### config.mk
export PLATFORM = sky130hd
export DESIGN_NAME = i2c_slave
export DESIGN_NICKNAME = d
export VERILOG_FILES = /design/src/rtl/i2c_slave.sv
export SDC_FILE = /design/constraint.sdc
export NUM_CORES = 1
export LEC_CHECK = 0
export BUFFER_PORTS_ARGS = -buffer_cell sky130_fd_sc_hd__buf_4
export CORE_ASPECT_RATIO = 0.5
export CORE_MARGIN = 1.5
export CORE_UTILIZATION = 55
export CTS_CLUSTER_DIAMETER = 40
export DETAILED_ROUTE_END_ITERATION = 10
export GPL_ROUTABILITY_DRIVEN = 0
export HOLD_SLACK_MARGIN = 0.08
export PLACE_DENSITY = 0.77
export SLEW_MARGIN = 20
export SYNTH_ARGS = -nofsm -noshare
export SYNTH_HDL_FRONTEND = slang
export SYNTH_SLANG_ARGS = --single-unit
### constraint.sdc
create_clock -name i_clk -period 2.7 [get_ports i_clk]
set_input_delay 0.135 -clock i_clk [delete_from_list [all_inputs] [get_ports i_clk]]
set_output_delay 0.135 -clock i_clk [all_outputs]
set_load 0.005 [all_outputs]
### src/rtl/i2c_slave.sv
// rtl/i2c_slave.sv - I2C target answering one 7-bit address, oversampled SCL/SDA, no clock stretching.
module i2c_slave #(
  parameter int                    DATA_WIDTH = 8,
  parameter int                    ADDR_WIDTH = 7,
  parameter logic [ADDR_WIDTH-1:0] SLAVE_ADDR = 7'h50
) (
  input  logic                  i_clk,
  input  logic                  i_rst_n,
  input  logic                  scl_in,
  input  logic                  sda_in,
  output logic                  sda_out,
  output logic                  sda_oe,
  input  logic [DATA_WIDTH-1:0] i_tx_data,
  output logic                  o_tx_req,
  output logic [DATA_WIDTH-1:0] o_rx_data,
  output logic                  o_rx_valid,
  output logic                  o_start,
  output logic                  o_stop,
  output logic                  o_busy
);

  typedef enum logic [2:0] {
    S_IDLE, S_ADDR, S_ADDR_ACK, S_RX, S_RX_ACK, S_TX, S_TX_ACK, S_IGNORE
  } state_t;

  state_t                state_q, state_d;
  logic [2:0]            scl_pipe, sda_pipe;
  logic [DATA_WIDTH-1:0] shift_q, shift_d;
  logic [DATA_WIDTH-1:0] rx_data_d;
  logic [2:0]            cnt_q, cnt_d;
  logic                  full_q, full_d;
  logic                  rw_q, rw_d;
  logic                  oe_d, busy_d, rx_valid_d, tx_req_d, start_d, stop_d;
  logic                  scl_s, scl_h, sda_s, sda_h;
  logic                  scl_rise, scl_fall, start_det, stop_det, addr_hit;

  assign sda_out = 1'b0;

  // pipe[0] is the metastability flop, pipe[1] the synchronized value, pipe[2] its history
  assign scl_s = scl_pipe[1];
  assign scl_h = scl_pipe[2];
  assign sda_s = sda_pipe[1];
  assign sda_h = sda_pipe[2];

  assign scl_rise  = scl_s & ~scl_h;
  assign scl_fall  = ~scl_s & scl_h;
  assign start_det = scl_s & scl_h & sda_h & ~sda_s;
  assign stop_det  = scl_s & scl_h & ~sda_h & sda_s;
  assign addr_hit  = (shift_q[DATA_WIDTH-1 -: ADDR_WIDTH] == SLAVE_ADDR);

  always_comb begin
    state_d    = state_q;
    shift_d    = shift_q;
    cnt_d      = cnt_q;
    full_d     = full_q;
    rw_d       = rw_q;
    oe_d       = sda_oe;
    busy_d     = o_busy;
    rx_data_d  = o_rx_data;
    rx_valid_d = 1'b0;
    tx_req_d   = 1'b0;
    start_d    = 1'b0;
    stop_d     = 1'b0;
    if (start_det) begin
      state_d = S_ADDR;
      cnt_d   = 3'd0;
      full_d  = 1'b0;
      oe_d    = 1'b0;
      start_d = 1'b1;
    end else if (stop_det) begin
      state_d = S_IDLE;
      cnt_d   = 3'd0;
      full_d  = 1'b0;
      oe_d    = 1'b0;
      busy_d  = 1'b0;
      stop_d  = 1'b1;
    end else begin
      case (state_q)
        S_ADDR, S_RX: begin
          if (scl_rise && !full_q) begin
            shift_d = {shift_q[DATA_WIDTH-2:0], sda_s};
            if (cnt_q == 3'd7) full_d = 1'b1;
            else               cnt_d  = cnt_q + 3'd1;
          end else if (scl_fall && full_q) begin
            cnt_d  = 3'd0;
            full_d = 1'b0;
            if (state_q == S_RX) begin
              rx_data_d  = shift_q;
              rx_valid_d = 1'b1;
              oe_d       = 1'b1;
              state_d    = S_RX_ACK;
            end else if (addr_hit) begin
              rw_d     = shift_q[0];
              tx_req_d = shift_q[0];
              oe_d     = 1'b1;
              busy_d   = 1'b1;
              state_d  = S_ADDR_ACK;
            end else begin
              state_d = S_IGNORE;
            end
          end
        end
        S_ADDR_ACK: begin
          if (scl_fall) begin
            if (rw_q) begin
              shift_d = i_tx_data;
              oe_d    = ~i_tx_data[DATA_WIDTH-1];
              state_d = S_TX;
            end else begin
              oe_d    = 1'b0;
              state_d = S_RX;
            end
          end
        end
        S_RX_ACK: begin
          if (scl_fall) begin
            oe_d    = 1'b0;
            state_d = S_RX;
          end
        end
        S_TX: begin
          if (scl_rise && !full_q) begin
            if (cnt_q == 3'd7) full_d = 1'b1;
            else               cnt_d  = cnt_q + 3'd1;
          end else if (scl_fall) begin
            if (full_q) begin
              cnt_d   = 3'd0;
              full_d  = 1'b0;
              oe_d    = 1'b0;
              state_d = S_TX_ACK;
            end else begin
              shift_d = {shift_q[DATA_WIDTH-2:0], 1'b0};
              oe_d    = ~shift_q[DATA_WIDTH-2];
            end
          end
        end
        S_TX_ACK: begin
          // full_q marks that the master's ACK has been seen in this slot
          if (scl_rise && !full_q) begin
            if (!sda_s) begin
              tx_req_d = 1'b1;
              full_d   = 1'b1;
            end else begin
              oe_d    = 1'b0;
              state_d = S_IGNORE;
            end
          end else if (scl_fall && full_q) begin
            full_d  = 1'b0;
            cnt_d   = 3'd0;
            shift_d = i_tx_data;
            oe_d    = ~i_tx_data[DATA_WIDTH-1];
            state_d = S_TX;
          end
        end
        S_IGNORE: oe_d = 1'b0;
        default:  state_d = S_IDLE;
      endcase
    end
  end

  always_ff @(posedge i_clk or negedge i_rst_n) begin
    if (!i_rst_n) begin
      scl_pipe   <= 3'b111;
      sda_pipe   <= 3'b111;
      state_q    <= S_IDLE;
      shift_q    <= '0;
      cnt_q      <= 3'd0;
      full_q     <= 1'b0;
      rw_q       <= 1'b0;
      sda_oe     <= 1'b0;
      o_busy     <= 1'b0;
      o_rx_data  <= '0;
      o_rx_valid <= 1'b0;
      o_tx_req   <= 1'b0;
      o_start    <= 1'b0;
      o_stop     <= 1'b0;
    end else begin
      scl_pipe   <= {scl_pipe[1:0], scl_in};
      sda_pipe   <= {sda_pipe[1:0], sda_in};
      state_q    <= state_d;
      shift_q    <= shift_d;
      cnt_q      <= cnt_d;
      full_q     <= full_d;
      rw_q       <= rw_d;
      sda_oe     <= oe_d;
      o_busy     <= busy_d;
      o_rx_data  <= rx_data_d;
      o_rx_valid <= rx_valid_d;
      o_tx_req   <= tx_req_d;
      o_start    <= start_d;
      o_stop     <= stop_d;
    end
  end

endmodule

---- Yosys cells after proc, flatten, opt, wreduce, memory -nomap -nowiden ----
Index checks and enable logic that the tools add are counted.
storage, ports and cells
  output and inout port bits .............. 15
  register bits after elaboration ......... 36
  input port bits ......................... 12
  logic and storage cells ................. 167
cells by class
  bitwise gates (word level) .............. 17
  equal/unequal tests ..................... 34
  multiplexer cells ....................... 83
  $add $sub $neg .......................... 1
  reductions and logical operators ........ 18
operators with widths
  cell                                                                    count
  3-bit two-way mux                                                       24
  8-bit two-way mux                                                       8
  1-bit two-way mux                                                       45
  4-bit inequality test (second input constant)                           8
  8-bit one-hot mux with 4 select lines                                   1
  5-bit inequality test (second input constant)                           6
  2-bit inequality test (second input constant)                           10
  10-bit AND reduction                                                    2
  3-bit one-hot mux with 6 select lines                                   1
  3-bit equality test (second input constant)                             5
  6-bit AND reduction                                                     2
  11-bit AND reduction                                                    1
  1-bit inverter                                                          10
  3-bit one-hot mux with 3 select lines                                   1
  8-bit nonzero test                                                      1
  1-bit AND                                                               7
  7-bit equality test (second input constant)                             1
  7-bit AND reduction                                                     1
  3-bit by 2-bit equality test with 1-bit output (second input constant)  2
  1-bit one-hot mux with 6 select lines                                   1
  2-bit nonzero test                                                      3
  5-bit nonzero test                                                      1
  4-bit AND reduction                                                     1
  4-bit nonzero test                                                      1
  other kinds (9)                                                         10

---- Longest topological paths before layout ----
  word-level depth ........................ 8
  depth in mapped cells ................... 7
  mapped depth without buffers ............ 6

---- Worst setup path after synthesis ----
Ideal clock, no wire load.
  path kind ............................... reg-to-reg
  from .................................... register scl_pipe[1]
  to ...................................... register full_q
  stages on the path, launching flop included .. 6
  setup time .............................. 0.125 ns
  slack ................................... 0.835 ns
  required time ........................... 2.575 ns
  buffers on the path ..................... 1
  data arrival time ....................... 1.740 ns
  cells stage by stage .................... dfstp_2 -> clkbuf_2 -> nor3b_2 -> a22oi_1 -> a211oi_1 -> mux2_2
between the ends
  word-level cells in the longest chain between the ends .. 8
ends and longest elaborated chain
  what                                   RTL line  text
  from (decl)                            27        logic [2:0] scl_pipe, sda_pipe;
  from (signal assigned)                 178       scl_pipe <= {scl_pipe[1:0], scl_in};
  1-bit inverter                         46        assign scl_fall = ~scl_s & scl_h;
  1-bit AND                              46
  1-bit logical AND                      84, 147
  1-bit two-way mux                      --
  1-bit two-way mux (on tied branches)   139, 80
  1-bit one-hot mux with 3 select lines  78        case (state_q)
  1-bit two-way mux                      70        end else if (stop_det) begin
  1-bit two-way mux                      64        if (start_det) begin
  to (signal assigned)                   183       full_q <= full_d;
  to (decl)                              31        logic full_q, full_d;
Parallel ways exist; a longest one is shown, timed or not.
A chain may end at the register's enable or synchronous reset.

---- Worst setup path after layout ----
  from .................................... register state_q[2]
  to ...................................... register state_q[0]
between the ends
  word-level cells in the longest chain between the ends .. 7
ends and longest elaborated chain
  what                                            RTL line  text
  from (decl)                                     26        state_t state_q, state_d;
  from (signal assigned)                          180       state_q <= state_d;
  3-bit by 2-bit equality test with 1-bit output  78, 87
  3-bit two-way mux                               87        if (state_q == S_RX) begin
  3-bit two-way mux                               84        end else if (scl_fall && full_q) begin
  3-bit two-way mux                               80        if (scl_rise && !full_q) begin
  3-bit one-hot mux with 6 select lines           78
  3-bit two-way mux                               70
  3-bit two-way mux                               64
Parallel ways exist; a longest one is shown, timed or not. The select of a mux whose other input is x is not followed.

==> impl_metrics.toml <==
[clock_network]
cts_tree = "built"
clk_latency_ps = 290
cts_sinks = 36
htreeDepth = 2
cts_resized = 0
cts_setup_buffers = 0
cts-buffers-inserted = 5
ctsHoldBuffers = 3
path_clk_slew_ps = 80
ctsRootBufferMaster = "clkbuf_8"
clock_path_buffers = 2

[timing]
rsz0062_at_grt = "no"
fmax_ghz = 0.450
report.final.setup_viol = 0
period_share = 0.823
finalMaxSlewViolations = 0
worstMarginPinSlew_ps = 705
fin_tns_setup_ps = 0
finalHoldViolCount = 0
period_needed_ps = 2220
fin_skew_ps = 10.4
maxSlewHeadroom = 0.530

[power_and_ir_drop]
p_switching_uw = 837
combPwrFrac = 0.387
p_leak_nw = 0.998
p_total_mw = 2.18
swShare = 0.384
vdd_drop_max_uv = 568
power_frac_seq = 0.424
p_per_area_nw_per_um2 = 939
pwr-share-clk = 0.189
intPower_mw = 1.34

[final_layout]
drive_gt1_frac = 0.261
n_antenna_cell = 0
area_growth_syn_to_layout_pct = 15.7
final_area_um2 = 2320
final_core_util = 0.672
fin_nets = 246

[grt]
grt_pass1_vias = 1516
grt_max_degree = 37
grt_use_total = 0.241
grt_pass1_wl_um = 7180
antenna_found_initial = 0
gr-total-overflow = 0

[yosys]
synth_top_family_by_area = "simple AND/OR/NAND/NOR gates"
muxShareOfSynthArea = 0.0561
synth_compound_area_frac = 0.199
syn-num-nets = 223
async_flop_share = 1.00
syn_avg_cell_area_um2 = 9.56
synth_top_area_cell = "dfrtp_1"
synth_edf_count = 0
synth.distinct_cells = 53
synth-simple-area-share = 0.228
synth-adder-area-share = 0.0112
synth_top_area_share = 0.374
synthCells = 210
synth_xor_area_frac = 0
synth.ff_latch_count = 36
ys.flop_type = "dfrtp_1"
yosysWarningCount = 0
syn-cell-area_um2 = 2010
synth_seq_area_share = 0.453
synth.area.top_cells = "dfrtp_1 (37%), dfstp_2 (7.9%), mux2_2 (5.6%), nand2_1 (4.5%), a21oi_1 (3.5%)"

[routing]
drcViolationCount = 0
drt-total-wl_um = 4450
num_vias = 1699
wire_per_inst_um = 15.6
firstDrtPassIters = 5
drtIter0Drc = 252
via_per_inst = 5.96
antenna_left = 0

[floorplan]
die-area_um2 = 4040
coreArea_um2 = 3450
die_w_um = 88.4
ioPinCount = 27
start_util = 0.581
rows = 15
die_h_um = 45.7

[critical_path]
r2r-end = "state_q[0]"
r2r-start = "state_q[2]"
crit_fanout = 21
reg2reg_depth = 5
critPathRequiredTime_ps = 2880
cp-start-kind = "flip-flop"
endpoint_kind = "flip-flop"
worst_ep_arrival_time_ps = 2410
crit_type = "flip-flop to flip-flop"
reg2reg_setup_slack_ps = 480

[worst_hold_path]
holdCritStartpoint = "i_tx_data[1]"
hold-path-endpoint = "shift_q[1]"
hold_path_class = "input port to flip-flop"
hold_depth = 3

[status]
status = "complete, no violations"

[place]
placedInstanceArea_um2 = 2200
dp_hpwl_um = 3130
port_buffers = 25

[job]
max-cap-violations = 0
registers in the layout, summed over array words and instances, names as in the netlist:
name / count
shift_q: 8
o_start: 1
cnt_q: 3
state_q: 3
o_stop: 1
o_rx_data: 8
o_tx_req: 1
o_rx_valid: 1
rw_q: 1
o_busy: 1
sda_pipe: 3
full_q: 1
scl_pipe: 3
sda_oe: 1
synthesized netlist by cell type, types with 2 or more instances:
cell      count
a31oi_1       8
nor3_1        8
a22oi_1       3
clkbuf_1      4
mux2_2       10
nand2_1      24
a21oi_1      14
dfstp_2       6
and3b_1       2
dfrtp_1      30
o21ai_0      12
a211oi_1      4
buf_6         2
o21bai_1      2
buf_2         7
nor4b_1       2
nor2_1       18
nor2b_1       4
or4_1         2
nand3_1       2
nand3b_1      3
inv_1         5
o211ai_1      4
nand2b_1      5
cell type report:
type	count	area, um2
well taps	51	63.8
multi-input cells	154	995
clock inverters	2	13.8
repair buffers	31	240
fillers	286	1130
clock buffers	6	82.6
inverters	5	18.8
flip-flops and latches	36	908
worst max-delay path: stages (launching register included):
cell	delay (ps)
dfrtp_1	770
inv_1	260
o21ai_0	450
o221a_2	300
a22oi_1	70
a221o_1	260
per-stage QoR:
step / instances / setup WS [ps] / hold WS [ps]
finish: 285 / 478 / 102
global route: 285 / 324 / 111
CTS: 285 / 502 / 98.3
detailed placement: 274 / 544 / 114
global placement: 274 / 545 / 114
floorplan: 210 / 835 / -161
worst max-delay path by stage:
stage,cells after the start,start,endpoint
global placement,3,scl_pipe[2],rw_q
finish,5,state_q[2],state_q[0]
floorplan,5,scl_pipe[1],full_q
CTS,3,scl_pipe[2],rw_q
detailed placement,3,scl_pipe[2],rw_q
global route,5,state_q[0],shift_q[1]
power groups by stage:
stage,Sequential (mW),Clock (mW),Combinational [mW]
floorplan,0.809,0,0.702
global placement,0.921,0,0.808
detailed placement,0.929,0,0.832
CTS,0.919,0.420,0.840
global route,0.954,0.445,0.935
finish,0.925,0.412,0.843
metal layers:
| metal | part of all wire | global-route usage |
|---|---|---|
| met4 | 0.0094 | 0.0719 |
| met2 | 0.46 | 0.369 |
| met3 | 0.062 | 0.0725 |
| met1 | 0.47 | 0.335 |
| met5 | 0 | 0 |
layout by cell type, fill, tap and decap left out, types with 2 or more instances in the layout:
master / instances
dfrtp_1: 30
or4_1: 2
a21oi_1: 14
buf_4: 28
nand2b_1: 5
inv_1: 5
nand3b_1: 3
a31oi_1: 8
and3b_1: 2
nor2_1: 18
a22oi_1: 3
o21bai_1: 2
nor3_1: 8
dfstp_2: 6
nor2b_1: 4
o211ai_1: 4
dlygate4sd3_1: 3
nand2_1: 24
a211oi_1: 4
clkbuf_8: 6
o21ai_0: 12
nand3_1: 2
mux2_2: 10
nor4b_1: 2
cell families (layout without fill, tap and decap cells):
group | count (synthesis) | in the layout
mux | 10 | 10
other cells | 1 | 1
fa+ha+maj | 2 | 2
compound gates | 59 | 59
simple gates | 82 | 82
flops | 36 | 36
buf+inv | 20 | 44
Power figures use the tool's default switching activity.
